==> src/rtl/sequence_generator.sv <==
// ---------------------------------------------------------------------------
// sequence_generator
//   Serialises a captured bit pattern MSB-first (within 'length'), repeated
//   max(repeat_count,1) times with gap_len zero bits between repetitions,
//   followed by a one-cycle done pulse.
//
// Ports
//   clock         in   system clock, rising edge
//   reset         in   asynchronous, active-high reset
//   start         in   transmit request, sampled only in IDLE
//   abort         in   synchronous cancel while sending or in a gap
//   pattern       in   [PAT_W-1:0] bits to send
//   length        in   [LEN_W-1:0] bits per repetition (0 = ignore start,
//                      values above PAT_W are clamped)
//   repeat_count  in   [3:0] repetitions, 0 treated as 1
//   gap_len       in   [2:0] zero bits between repetitions
//   sequence_out  out  serial bit stream
//   bit_valid     out  sequence_out carries a pattern bit
//   busy          out  transmission in progress (through the done cycle)
//   done          out  one-cycle completion pulse
// ---------------------------------------------------------------------------
module sequence_generator #(
  parameter int PAT_W = 8,
  parameter int LEN_W = 4
) (
  input  logic             clock,
  input  logic             reset,
  input  logic             start,
  input  logic             abort,
  input  logic [PAT_W-1:0] pattern,
  input  logic [LEN_W-1:0] length,
  input  logic [3:0]       repeat_count,
  input  logic [2:0]       gap_len,
  output logic             sequence_out,
  output logic             bit_valid,
  output logic             busy,
  output logic             done
);

  localparam logic [1:0] IDLE = 2'd0;
  localparam logic [1:0] SEND = 2'd1;
  localparam logic [1:0] GAP  = 2'd2;
  localparam logic [1:0] DONE = 2'd3;

  localparam logic [LEN_W-1:0] MAX_LEN = LEN_W'(PAT_W);

  logic [1:0]       state;
  logic [PAT_W-1:0] pat_q;
  logic [LEN_W-1:0] len_q;
  logic [LEN_W-1:0] idx;
  logic [3:0]       rep_left;
  logic [2:0]       gap_q;
  logic [2:0]       gap_cnt;

  logic [LEN_W-1:0] len_clamped;
  logic [PAT_W-1:0] bit_mask;

  assign len_clamped = (length > MAX_LEN) ? MAX_LEN : length;
  assign bit_mask    = PAT_W'(1) << idx;

  // Moore outputs: decoded purely from registered state and datapath.
  assign bit_valid    = (state == SEND);
  assign sequence_out = (state == SEND) && |(pat_q & bit_mask);
  assign busy         = (state != IDLE);
  assign done         = (state == DONE);

  always_ff @(posedge clock or posedge reset) begin
    if (reset) begin
      state    <= IDLE;
      pat_q    <= '0;
      len_q    <= '0;
      idx      <= '0;
      rep_left <= '0;
      gap_q    <= '0;
      gap_cnt  <= '0;
    end else begin
      case (state)
        IDLE: begin
          // start wins over abort here; abort has no meaning in IDLE.
          if (start && (length != '0)) begin
            pat_q    <= pattern;
            len_q    <= len_clamped;
            idx      <= len_clamped - LEN_W'(1);
            rep_left <= (repeat_count == '0) ? 4'd1 : repeat_count;
            gap_q    <= gap_len;
            gap_cnt  <= '0;
            state    <= SEND;
          end
        end
        SEND: begin
          if (abort) begin
            state <= IDLE;
          end else if (idx == '0) begin
            // rep_left counts repetitions including the current one, so it
            // stops at 1 and never wraps.
            if (rep_left > 4'd1) begin
              rep_left <= rep_left - 4'd1;
              if (gap_q != '0) begin
                gap_cnt <= gap_q;
                state   <= GAP;
              end else begin
                idx <= len_q - LEN_W'(1);
              end
            end else begin
              state <= DONE;
            end
          end else begin
            idx <= idx - LEN_W'(1);
          end
        end
        GAP: begin
          if (abort) begin
            state <= IDLE;
          end else if (gap_cnt <= 3'd1) begin
            gap_cnt <= '0;
            idx     <= len_q - LEN_W'(1);
            state   <= SEND;
          end else begin
            gap_cnt <= gap_cnt - 3'd1;
          end
        end
        DONE: begin
          state <= IDLE;
        end
        default: begin
          state <= IDLE;
        end
      endcase
    end
  end

endmodule

==> config.mk <==
export PLATFORM = sky130hd
export DESIGN_NAME = sequence_generator
export DESIGN_NICKNAME = d
export VERILOG_FILES = /design/src/rtl/sequence_generator.sv
export SDC_FILE = /design/constraint.sdc
export NUM_CORES = 1
export LEC_CHECK = 0
export CORE_MARGIN = 5
export CORE_UTILIZATION = 50
export CTS_BUF_LIST = sky130_fd_sc_hd__clkbuf_8
export DETAILED_ROUTE_END_ITERATION = 16
export GPL_TIMING_DRIVEN = 0
export HOLD_SLACK_MARGIN = 0.03
export MAX_ROUTING_LAYER = met4
export PLACE_DENSITY = 0.74
export SLEW_MARGIN = 10
export SYNTH_ARGS = -nofsm -noshare
export SYNTH_HDL_FRONTEND = slang
export SYNTH_SLANG_ARGS = --single-unit
==> constraint.sdc <==
create_clock -name clock -period 5.9 [get_ports clock]
set_input_delay 1.475 -clock clock [delete_from_list [all_inputs] [get_ports clock]]
set_output_delay 1.475 -clock clock [all_outputs]
set_load 0.02 [all_outputs]
==> results of run 1 <==
[per-layer routing]
metal  track usage (%)  vias to the layer above
met5                 -                        -
met4              5.85                        0
met3              2.84                        5
met2              27.3                       32
met1              23.6                      759
li1                  -                      806
[through the flow]
stage                     total power, mW  std cells  setup WS [ns]
after floorplan                     0.826        214           2.92
after global placement              0.975        288           2.43
after detailed placement            0.987        288           2.44
after CTS                            1.15        292           2.11
after global routing                 1.26        292           1.94
final                                1.15        292           2.10
[worst paths after layout]
kind / end / slack, ns
setup / recovery: sequence_out / 2.10
hold / removal: pat_q[1]$_DFFE_PP0P_ / 0.49
setup reg to reg: state[0]$_DFFE_PP0P_ / 3.68
hold reg to reg: pat_q[1]$_DFFE_PP0P_ / 0.49
max in group asynchronous: rep_left[3]$_DFFE_PP0P_ / 3.52
min in group asynchronous: pat_q[4]$_DFFE_PP0P_ / 1.75
[registers in the layout, indices dropped and copies added (netlist names)]
name      count
pat_q         8
idx           4
len_q         4
gap_q         3
rep_left      4
gap_cnt       3
state         2
[worst min-delay path, delay by kind of cell (launching register included)]
family	cells	cell delay, ns
flip-flops	1	0.36
AND/OR/NAND/NOR	2	0.10
[area by class of cell]
class	count	area share, %
clock inverters	1	1.33
clock buffers	3	1.83
inverters	16	2.66
plain buffers	6	1.55
multi-input cells	164	47.4
repair buffers	26	11.5
flip-flops and latches	28	31.1
well taps	48	2.66
[kinds of logic (layout without fill, tap and decap cells)]
kind of cell,after synthesis,count (layout),share of synthesized area (%)
AO/OA/AOI/OAI,56,56,20.4
XOR/XNOR,3,3,1.41
adder cells (fa/ha/maj),16,16,10.7
buffers and inverters,22,52,5.10
flip-flops,28,28,37.6
multiplexers,8,8,4.76
AND/OR/NAND/NOR,81,81,20.0
[power breakdown]
group / internal [mW] / switching, mW
registers: 0.278 / 0.0694
logic: 0.284 / 0.360
clock network: 0.0910 / 0.0651
[Yosys cell counts (2+ instances only)]
cell and number:
nand2_1 50, nand2b_1 4, nor2_1 6, nor2b_1 2, mux2i_1 4, inv_1 16, xnor2_1 2, buf_2 4
or3_1 2, ha_1 16, a22oi_1 4, nand3_1 5, o211ai_1 2, o21ai_0 14, a21oi_2 2, dfrtp_1 28
a21oi_1 13, o22ai_1 3, mux2_2 3, nor3_1 6
==> impl_metrics.json, run 1 <==
{
  "status": "completed",
  "crit_slowest_cell": "clkdlybuf4s50_1",
  "cts_setup_buffers": 0,
  "r2r_start": "idx[0]$_DFFE_PP0P_",
  "drv_slew": 0,
  "ios": 27,
  "crit_path_frequent_cell": "a21oi_1",
  "multi_input_area_sq_um": 1070,
  "slew_headroom_pct": 29.0,
  "die_area_sq_um": 5050,
  "required_ns": 4.43,
  "post_drt_wl_per_cell_um": 13.8,
  "tightest_slew_ns": 1.06,
  "gr-total-overflow": 0,
  "worst-path-buf-inv": 2,
  "cts_num_sinks": 28,
  "hold_path.class": "flop to flop",
  "netlist_area_sq_um": 1860,
  "end_kind": "primary output",
  "fin_skew_ns": 0.00154,
  "yosysWarnings": 0,
  "die_y_um": 71.1,
  "setup_viol": 0,
  "antenna_found_initial": 0,
  "avgSynthCellArea_sq_um": 8.71,
  "synth_top_area_cell": "dfrtp_1",
  "crit_fanout": 8,
  "hold_violations": 0,
  "die_w_um": 71.1,
  "synth_edf_count": 0,
  "routed_via_density": 5.49,
  "power_density_nw_per_um2": 509,
  "timing.hold.ws_ns": 0.489,
  "postCtsHoldBufs": 0,
  "grt_setup_unrepaired": "no",
  "cts_root_buf": "clkbuf_8",
  "clk_pin_slew_ns": 0.10,
  "cts_resized": 0,
  "ys_ff_latch": 28,
  "postLayoutCellArea_sq_um": 2260,
  "nFillCells": 328,
  "netlist.area_leader.share_pct": 37.6,
  "grt_max_degree": 29,
  "dpl_cell_area_sq_um": 2180,
  "gp_congestion": 0.825,
  "area_growth_pct": 21.0,
  "tns_ns": 0,
  "final_cell_mix": "nand2_1, dfrtp_1, clkdlybuf4s50_1, inv_1, ha_1",
  "ys_types": 48,
  "cts_tree": "built",
  "grt_pass1_wl_mm": 7.04,
  "ys.flop_type": "dfrtp_1",
  "seq_area_frac_synth_pct": 37.6,
  "critPathLaunchType": "flop",
  "synth_area_leaders": "dfrtp_1, ha_1, nand2_1, o21ai_0, a21oi_1",
  "critical_path.top_delay_family": "buffers and inverters",
  "ant_nets": 0,
  "final_common_cell": "nand2_1",
  "wl_met3_um": 170,
  "drt_iter0_drc": 126,
  "reg2regPathDepth": 6,
  "setup.worst_path.class": "flop to primary output",
  "period_share_pct": 64.4,
  "fin_crit_ns": 3.80,
  "num_rows": 22,
  "track_usage_pct": 17.7,
  "met2_length_mm": 1.87,
  "met1_length_mm": 1.93,
  "peakVddDrop_mv": 0.227,
  "cts_max_level": 1,
  "arrival_ns": 2.32,
  "core-area_sq_um": 3630,
  "async_flop_share_pct": 100,
  "dp_hpwl_mm": 2.96,
  "drt_wl_total_mm": 4.02,
  "path_cells": "inv_1 > ha_1 > a22oi_1 > a21oi_1 > a21oi_1 > nor3_1 > clkdlybuf4s50_1",
  "final_nets": 284,
  "grt_pass1_vias": 1551,
  "drv_cap": 0,
  "cp_num_cells": 7,
  "hold_depth": 2,
  "cp_slowest_stage_delay_ns": 0.64,
  "numCtsBuffers": 3,
  "portBuffers": 26,
  "drive_gt1_share_pct": 9.43,
  "fmaxAchievable_ghz": 0.263,
  "n_antenna_cell": 0,
  "p_leak_nw": 1.02,
  "syn_nets": 253,
  "clk_path_buf_depth": 2,
  "crit_start": "idx[0]$_DFFE_PP0P_",
  "regArea_sq_um": 701,
  "fin_util_pct": 62.1,
  "top_layer_used": "met4",
  "drc_errors": 0,
  "initial_core_util_pct": 51.3,
  "clkLatencyLatePin_ns": 0.28,
  "drt-pass1-iter-count": 4,
  "synthCells": 214,
  "vias": 1602,
  "hp-start": "pat_q[1]$_DFFE_PP0P_"
}
(Power assumes the default switching activity.)
==> run 2, diff against run 1 <==
Settings changed: PLACE_DENSITY 0.74 to 0.77.
Clock period 5.9 ns to 3.3 ns, I/O delays scaled along.
==> run 2 against run 1 <==
  * Critical path depth unchanged
  * Total power grew 78%
  * Combinational power grew 77%
  * Hold slack got worse by 0.00094 ns
  * Register-to-register slack worse by 2.6 ns
  * Clock power up 78%
  * Global-route usage shrank 0.56 points
  * First-iteration DRC count shrank 39%
  * Utilization unchanged
  * Sequential cell count unchanged
  * Cell area did not move
  * Final cell count is the same
  * Highest routed layer unchanged
==> impl_metrics.json, run 2 (synthesis results as in run 1) <==
{
  "p_sw_mw": 0.880,
  "p_leak_nw": 1.02,
  "die_area_sq_um": 5050,
  "final_nets": 284,
  "ant_nets": 0,
  "dpl_cell_area_sq_um": 2180,
  "critical_path.top_delay_family": "buffers and inverters",
  "cts_max_level": 1,
  "hold_path.class": "flop to flop",
  "drv_cap": 0,
  "postCtsHoldBufs": 0,
  "area_growth_pct": 21.0,
  "p_int_mw": 1.17,
  "crit_path_frequent_cell": "a21oi_1",
  "setup.worst_path.class": "flop to primary output",
  "clkLatencyLatePin_ns": 0.28,
  "slew_headroom_pct": 32.9,
  "power_density_nw_per_um2": 907,
  "path_cells": "inv_1 > ha_1 > a22oi_1 > a21oi_1 > a21oi_1 > nor3_1 > clkdlybuf4s50_1",
  "p_comb_share_pct": 55.9,
  "grt_max_degree": 29,
  "die_y_um": 71.1,
  "die_w_um": 71.1,
  "track_usage_pct": 17.1,
  "cts_tree": "built",
  "period_share_pct": 95.9,
  "crit_slowest_cell": "clkdlybuf4s50_1",
  "antenna_found_initial": 0,
  "drt-pass1-iter-count": 4,
  "stdcell_count": 292,
  "swShare_pct": 43.0,
  "gr-total-overflow": 0,
  "end_kind": "primary output",
  "final_common_cell": "nand2_1",
  "cts_root_buf": "clkbuf_8",
  "drt_wl_total_mm": 4.04,
  "fmaxAchievable_ghz": 0.316,
  "status": "completed",
  "crit_fanout": 8,
  "dp_cells": 288,
  "largest_register_ffs": 8,
  "postLayoutCellArea_sq_um": 2260,
  "grt_pass1_wl_mm": 6.90,
  "hold_violations": 0,
  "setup_viol": 0,
  "peakVddDrop_mv": 0.466,
  "drt_iter0_drc": 77,
  "required_ns": 2.47,
  "fin_crit_ns": 3.16,
  "n_antenna_cell": 0,
  "tns_ns": 0,
  "critPathLaunchType": "flop",
  "initial_core_util_pct": 51.3,
  "seq_power_share_pct": 30.6,
  "p_clk_share_pct": 13.5,
  "dp_hpwl_mm": 3.00,
  "numCtsBuffers": 3,
  "clk_path_buf_depth": 2,
  "cp_slowest_stage_delay_ns": 0.65,
  "fin_skew_ns": 0.00362,
  "post_drt_wl_per_cell_um": 13.8,
  "num_rows": 22,
  "grt_pass1_vias": 1547,
  "gp_congestion": 0.842,
  "vias": 1577,
  "clk_pin_slew_ns": 0.10,
  "drc_errors": 0,
  "grt_setup_unrepaired": "no",
  "ios": 27,
  "cts_setup_buffers": 0,
  "arrival_ns": 2.34,
  "cts_num_sinks": 28,
  "top_register": "pat_q",
  "routed_via_density": 5.40,
  "core-area_sq_um": 3630,
  "final_cell_mix": "nand2_1, dfrtp_1, clkdlybuf4s50_1, ha_1, inv_1",
  "cts_resized": 0,
  "worst-path-buf-inv": 2,
  "drv_slew": 0,
  "tightest_slew_ns": 1.00,
  "drive_gt1_share_pct": 9.43,
  "portBuffers": 26
}
==> run 2: worst reg2reg max path: stages (launching register included) <==
cell and delay (ns):
dfrtp_1 0.48, inv_1 0.15, ha_1 0.27, nor3b_4 0.40, o2111ai_1 0.19, a21oi_2 0.36, a21oi_1 0.11, a21o_1 0.17
==> run 2: final timing paths <==
path | start | end | slack [ns] | cells past startpoint
min in group asynchronous | reset | pat_q[6]$_DFFE_PP0P_ | 0.95 | 2
hold reg to reg | pat_q[0]$_DFFE_PP0P_ | pat_q[0]$_DFFE_PP0P_ | 0.49 | 2
max in group asynchronous | reset | state[1]$_DFFE_PP0P_ | 1.89 | 2
setup / recovery | idx[0]$_DFFE_PP0P_ | sequence_out | 0.14 | 7
setup reg to reg | idx[0]$_DFFE_PP0P_ | rep_left[0]$_DFFE_PP0P_ | 1.09 | 7
hold / removal | pat_q[0]$_DFFE_PP0P_ | pat_q[0]$_DFFE_PP0P_ | 0.49 | 2
==> run 2: per-stage QoR <==
stage / hold slack [ns] / power [mW] / setup WS (ns) / utilization, %
6_report: 0.488 / 2.05 / 0.137 / 62.1
5_1_grt: 0.513 / 2.22 / 0.0360 / 62.1
4_1_cts: 0.490 / 2.05 / 0.154 / 62.1
3_5_place_dp: 0.464 / 1.76 / 0.473 / 60.1
3_3_place_gp: 0.459 / 1.74 / 0.483 / 60.1
2_1_floorplan: 0.446 / 1.48 / 0.973 / -
==> run 2: cell type report <==
class	instances	area (sq um)
Fill cell	328	1380
Inverter	16	60.1
Tap cell	48	60.1
Clock inverter	1	30.0
Clock buffer	3	41.3
Multi-Input combinational cell	164	1070
Timing Repair Buffer	26	260
Sequential cell	28	701
Buffer	6	35.0
==> run 2: metal layers <==
metal,routed length [um],up-vias,global-route usage (%)
li1,-,799,-
met1,1900,740,22.2
met2,1950,33,28.0
met3,153,5,2.84
met4,41,0,3.76
met5,0,-,-
==> run 2: power by group through the flow <==
stage                     clock, mW  combinational, mW  sequential (mW)
after floorplan                   0              0.882            0.594
after global placement            0               1.11            0.625
after detailed placement          0               1.13            0.633
after CTS                     0.277               1.14            0.625
after global routing          0.294               1.28            0.642
final                         0.277               1.14            0.627
==> variant 1, RTL diff (settings of run 2) <==
`LEN_W`: 4 -> 8.
--- a/src/rtl/sequence_generator.sv
+++ b/src/rtl/sequence_generator.sv
@@ -23,3 +23,3 @@
   parameter int PAT_W = 8,
-  parameter int LEN_W = 4
+  parameter int LEN_W = 8
 ) (
Ports: changed (resized length); port bits go from 27 to 31. The function was not compared with the original's and may differ.
==> variant 1 against run 2 <==
Design area is 18% higher. Clock power is 16% higher. Worst setup slack better by 390 ps. Non-clock buffer count is 5 higher. Critical path depth is 2 lower. Hold slack worse by 14 ps. Critical path type unchanged. Synthesized area is 19% higher. Sequential cell count is 8 higher. Power is 23% higher. Routed wire length is 22% higher.
==> variant 1: results (changes against run 2) <==
commonest cells in the netlist=nand2_1 (53), dfrtp_1 (36), o21ai_0 (17), inv_1 (16), a21oi_1 (14); Clk Latency, worst-skew pair=290 ps; P_leak=1.22 nW (+20%); GR Util All Layers=18.2% (+1.1 points); Synth cell types=42 (-13%); vias in the first global route=1905 (+23%); largest net degree at the start of global routing=37 (+28%); adder-cell share of the synthesized area=7.35% (-3.4 points); worst vdd ir=0.469 mV (+0.65%); Slew HR=50.4% (+17 points); CTS Sinks=36 (+29%); register clock-pin slew on the reported worst setup and hold paths=70 ps (-30 ps); compound-cell area share of the yosys netlist=16.3% (-4.1 points); switching share of power=45.0% (+2.1 points); top cells by area, synth=dfrtp_1 (41%), nand2_1 (9.0%), ha_1 (7.3%), o21ai_0 (3.8%), xnor2_1 (3.6%); biggest registers after layout=idx (8), len_q (8), pat_q (8); CP max stage cell=mux4_2; final-layout fill cell count=398 (+21%); Critical Path AT=1950 ps (-390 ps); post-synthesis sequential area ratio=40.7% (+3.1 points); Root Driver=clkbuf_8; Worst path max stage delay=560 ps (-90 ps); clk_skew=9.52 ps (+5.90 ps); TritonCTS Buffers=5 (+2); class of the worst hold path=reg -> reg; share of cells above drive strength 1=5.82% (-3.6 points); crit-path max FO=7 (-1); Synthesized Nets=295 (+17%); 1st-iter DRT viols=152 (+97%); Synth Area in XOR/XNOR=5.14% (+3.7 points); status=finished, final reports clean; fin nets=331 (+17%); IO buf count=30 (+15%); first-pass GRT wire length=8540 um (+24%); Routability Congestion=0.871 (+3.5%); CTS H-Tree Depth=2 (+1)
-- variant 1: cell count changes after synthesis, sizes merged, moves of 5 or more --
| cell | run 2 | this run |
|---|---|---|
| xnor2 | 2 | 9 |
| dfrtp | 28 | 36 |
| and2 | 0 | 5 |
| o221ai | 0 | 5 |
| nor2 | 6 | 14 |
-- variant 1: what timing repair did --
item | 4_1_cts | 5_1_grt
resized for setup | 0 | 2
gates cloned | 0 | 0
setup endpoints to repair | 1 | 1
-- variant 1: area by class of cell --
| type | instances | area (um2) | area share (%) |
|---|---|---|---|
| Clock buffer | 6 | 82.6 | 3.09 |
| Sequential cell | 36 | 901 | 33.7 |
| Inverter | 16 | 60.1 | 2.25 |
| Tap cell | 52 | 65.1 | 2.44 |
| Buffer | 7 | 31.3 | 1.17 |
| Clock inverter | 2 | 7.51 | 0.281 |
| Timing Repair Buffer | 30 | 303 | 11.3 |
| Multi-Input combinational cell | 195 | 1220 | 45.7 |
-- variant 1: critical path, delay by kind of cell (launching register included) --
kind          cells  cell delay (ps)
simple gates      1               70
mux               2              760
buf+inv           2              520
flops             1              320
-- variant 1: through the flow --
step	instance area, um2	util [%]	instances	power [mW]
6_report	2670	61.7	344	2.52
3_3_place_gp	2580	59.6	337	2.16
4_1_cts	2670	61.6	344	2.52
3_5_place_dp	2580	59.6	337	2.20
2_1_floorplan	2210	-	255	1.82
5_1_grt	2670	61.7	344	2.75
-- variant 1: power groups by stage --
stage / combinational [mW] / clock (mW) / sequential (mW)
5_1_grt: 1.62 / 0.347 / 0.784
3_5_place_dp: 1.43 / 0 / 0.770
4_1_cts: 1.44 / 0.320 / 0.761
3_3_place_gp: 1.40 / 0 / 0.759
6_report: 1.44 / 0.320 / 0.762
2_1_floorplan: 1.10 / 0 / 0.725
-- variant 1: cells by family (layout without fill, tap and decap cells) --
group,Yosys count,after routing
flops,36,36
compound gates,57,57
mux,4,4
xor+xnor,13,13
fa+ha+maj,13,13
buf+inv,24,61
simple gates,108,108
-- variant 1: layer usage --
metal	part of all wire [%]	track usage [%]	vias to the layer above
met5	0	-	-
met4	2.5	8.04	0
met3	4.9	3.31	12
met2	45	28.7	54
met1	47	22.8	905
li1	-	-	961
-- variant 1: path summary, 6_finish.rpt --
| kind | from | end | slack [ps] | cells past startpoint |
|---|---|---|---|---|
| max | idx[0] | sequence_out | 520 | 5 |
| min | pat_q[3] | pat_q[3] | 470 | 2 |
| max reg2reg | idx[0] | rep_left[2] | 710 | 9 |
| min reg2reg | pat_q[3] | pat_q[3] | 470 | 2 |
| max in group asynchronous | reset | pat_q[2] | 1840 | 2 |
| min in group asynchronous | reset | state[0] | 980 | 2 |
==> variant 2, RTL diff (settings of run 2) <==
Made on the original files. Register the outputs `sequence_out`, `bit_valid`, `busy` and `done`, without a reset; this adds one clock of latency there. Comments in the files are not updated.
--- a/src/rtl/sequence_generator.sv
+++ b/src/rtl/sequence_generator.sv
@@ -61,6 +61,8 @@
   // Moore outputs: decoded purely from registered state and datapath.
-  assign bit_valid    = (state == SEND);
-  assign sequence_out = (state == SEND) && |(pat_q & bit_mask);
-  assign busy         = (state != IDLE);
-  assign done         = (state == DONE);
+  always_ff @(posedge clock) begin
+    sequence_out <= (state == SEND) && |(pat_q & bit_mask);
+    bit_valid    <= (state == SEND);
+    busy         <= (state != IDLE);
+    done         <= (state == DONE);
+  end
 
Formal check against the unedited RTL: not equivalent (a bounded check fails within 4 cycles, from zero or initial values and one cycle with reset high).
==> variant 2 against run 2 <==
Sequential cell count increased by 4. Synthesized area increased by 4.8%. Maximum frequency increased by 33%. Routed wire length decreased by 0.82%. Design area increased by 5.2%. Sequential share of layout area increased by 1.8 points. Synthesized cell count increased by 1.4%. Die area increased by 4.1%. Power increased by 7.0%. Utilization increased by 1.8 points. Register-to-register slack improved by 170 ps. Clock skew increased by 0.89 ps. Global-route usage decreased by 0.22 points. Worst setup slack improved by 780 ps. Critical path type is now in -> reg. Largest cell class unchanged.
==> variant 2: results (changes against run 2) <==
post-synthesis mux area share=3.20% (-1.6 points); commonest cells in the netlist=nand2_1 (53), dfrtp_1 (28), ha_1 (16), inv_1 (16), o21ai_0 (15); worst vdd ir=0.372 mV (-20%); Clk Latency, worst-skew pair=280 ps (about the same); P_leak=1.07 nW (+5.5%); largest net degree at the start of global routing=29 (unchanged); share of cells above drive strength 1=10.4% (+0.93 points); Synthesized Nets=256 (+1.2%); Worst path max stage delay=500 ps (-150 ps); 1st-iter DRT viols=109 (+42%); adder-cell share of the synthesized area=10.2% (-0.49 points); initial antenna violation count=0 (unchanged); TritonCTS Buffers=5 (+2); Crit path max-delay family=simple AND/OR/NAND/NOR gates; switching power of the nets=0.915 mW (+4.0%); Via density=5.37 (-0.48%); register clock-pin slew on the reported worst setup and hold paths=60 ps (-40 ps); Hold Path End=pat_q[5]; R2R setup slack=1260 ps (+170 ps); Crit. Startpoint=length[3]; hold path cells=2 (unchanged); largest reg by FF count=pat_q; CTS H-Tree Depth=2 (+1); HPWL after DPL=3020 um (+0.80%); top cells by area, synth=dfrtp_1 (36%), ha_1 (10%), nand2_1 (10%), dfxtp_1 (4.1%), o21ai_0 (3.8%); vias in the first global route=1478 (-4.5%); Slew @ Worst Pin=1040 ps (+40.5 ps); clk_skew=4.51 ps (+0.891 ps); Mean Syn Cell Area=9.00 um2 (+3.3%); Syn. warnings=0 (unchanged); post-CTS setup buffer count=0 (unchanged); wirelength, routed=4010 um (-0.82%); compound-cell area share of the yosys netlist=20.0% (-0.42 points); status=finished, final reports clean; final-layout fill cell count=321 (-2.1%); IO buf count=26 (unchanged); post-synthesis sequential area ratio=40.0% (+2.4 points); vias=1607 (+1.9%); Synth async-reset ratio=87.5% (-13 points); CP max stage cell=clkdlybuf4s50_1; Routability Congestion=0.870 (+3.3%); Synth cell types=45 (-6.3%); worst hold start=pat_q[5]; crit-path max FO=5 (-3); Synth Area in XOR/XNOR=1.35% (-0.064 points); first-pass GRT wire length=6640 um (-3.8%); fin nets=289 (+1.8%); post-place setup slack=607 ps (+135 ps); class of the worst hold path=reg -> reg; GR Util All Layers=16.9% (-0.22 points); worst reg2reg endpoint=gap_cnt[2]; Critical Path AT=2560 ps (+220 ps); Root Driver=clkbuf_8
variant 2: changes by cell type in the layout (fill, tap and decap cells not counted), sizes merged, moves of 2 or more:
cell	run 2	this run
a21oi	15	8
mux2	4	2
o22ai	3	1
or4	2	0
o22a	0	2
nand2	50	53
o21ai	16	19
o31ai	0	2
dfxtp	0	4
nor3	6	8
nor2	6	8
clkbuf	4	10
o211ai	3	1
a31oi	1	3
variant 2: cell families (layout without fill, tap and decap cells):
group	Yosys count	after routing
AOI/OAI and AO/OA	53	53
xor gates and xnor gates	3	3
adders and majority gates	16	16
buffers and inverters	23	57
DFF	32	32
muxes	6	6
and+or+nand+nor	84	84
variant 2: tightest hold or removal path, stage by stage, from the launching register on:
cell	delay [ps]
dfrtp_1	340
nand2_1	50
nand2_1	60
variant 2: final cells by class:
| class | count | area share (%) |
|---|---|---|
| Inverter | 16 | 2.53 |
| Buffer | 7 | 1.69 |
| Clock inverter | 1 | 0.158 |
| Timing Repair Buffer | 26 | 11.0 |
| Tap cell | 48 | 2.53 |
| Multi-Input combinational cell | 162 | 45.2 |
| Clock buffer | 7 | 4.06 |
| Sequential cell | 32 | 32.9 |
variant 2: worst max path at each step:
stage                     to  slack [ps]  cells past startpoint
global placement      idx[0]         620                      6
finish                idx[0]         910                      6
CTS                   idx[0]         910                      6
global route        pat_q[7]         790                      6
detailed placement    idx[0]         610                      6
floorplan             idx[0]        1300                      5
variant 2: through the flow:
step	cell area (um2)	hold WS, ps	utilization, %
5_1_grt	2370	499	63.9
3_5_place_dp	2270	468	61.2
6_report	2370	485	63.9
3_3_place_gp	2270	462	61.2
2_1_floorplan	1950	446	-
4_1_cts	2370	486	63.9
variant 2: metal layers:
metal	GRT usage [%]	share of wire [%]	up-vias
li1	-	-	814
met1	21.6	47	739
met2	24.7	45	45
met3	4.85	5.9	9
met4	7.58	2.3	0
met5	-	0	-
variant 2: power groups by stage:
stage	Combinational (mW)	Clock, mW	Sequential, mW
CTS	1.15	0.337	0.718
global route	1.29	0.353	0.745
global placement	1.11	0	0.718
detailed placement	1.15	0	0.724
finish	1.15	0.324	0.720
floorplan	0.863	0	0.710
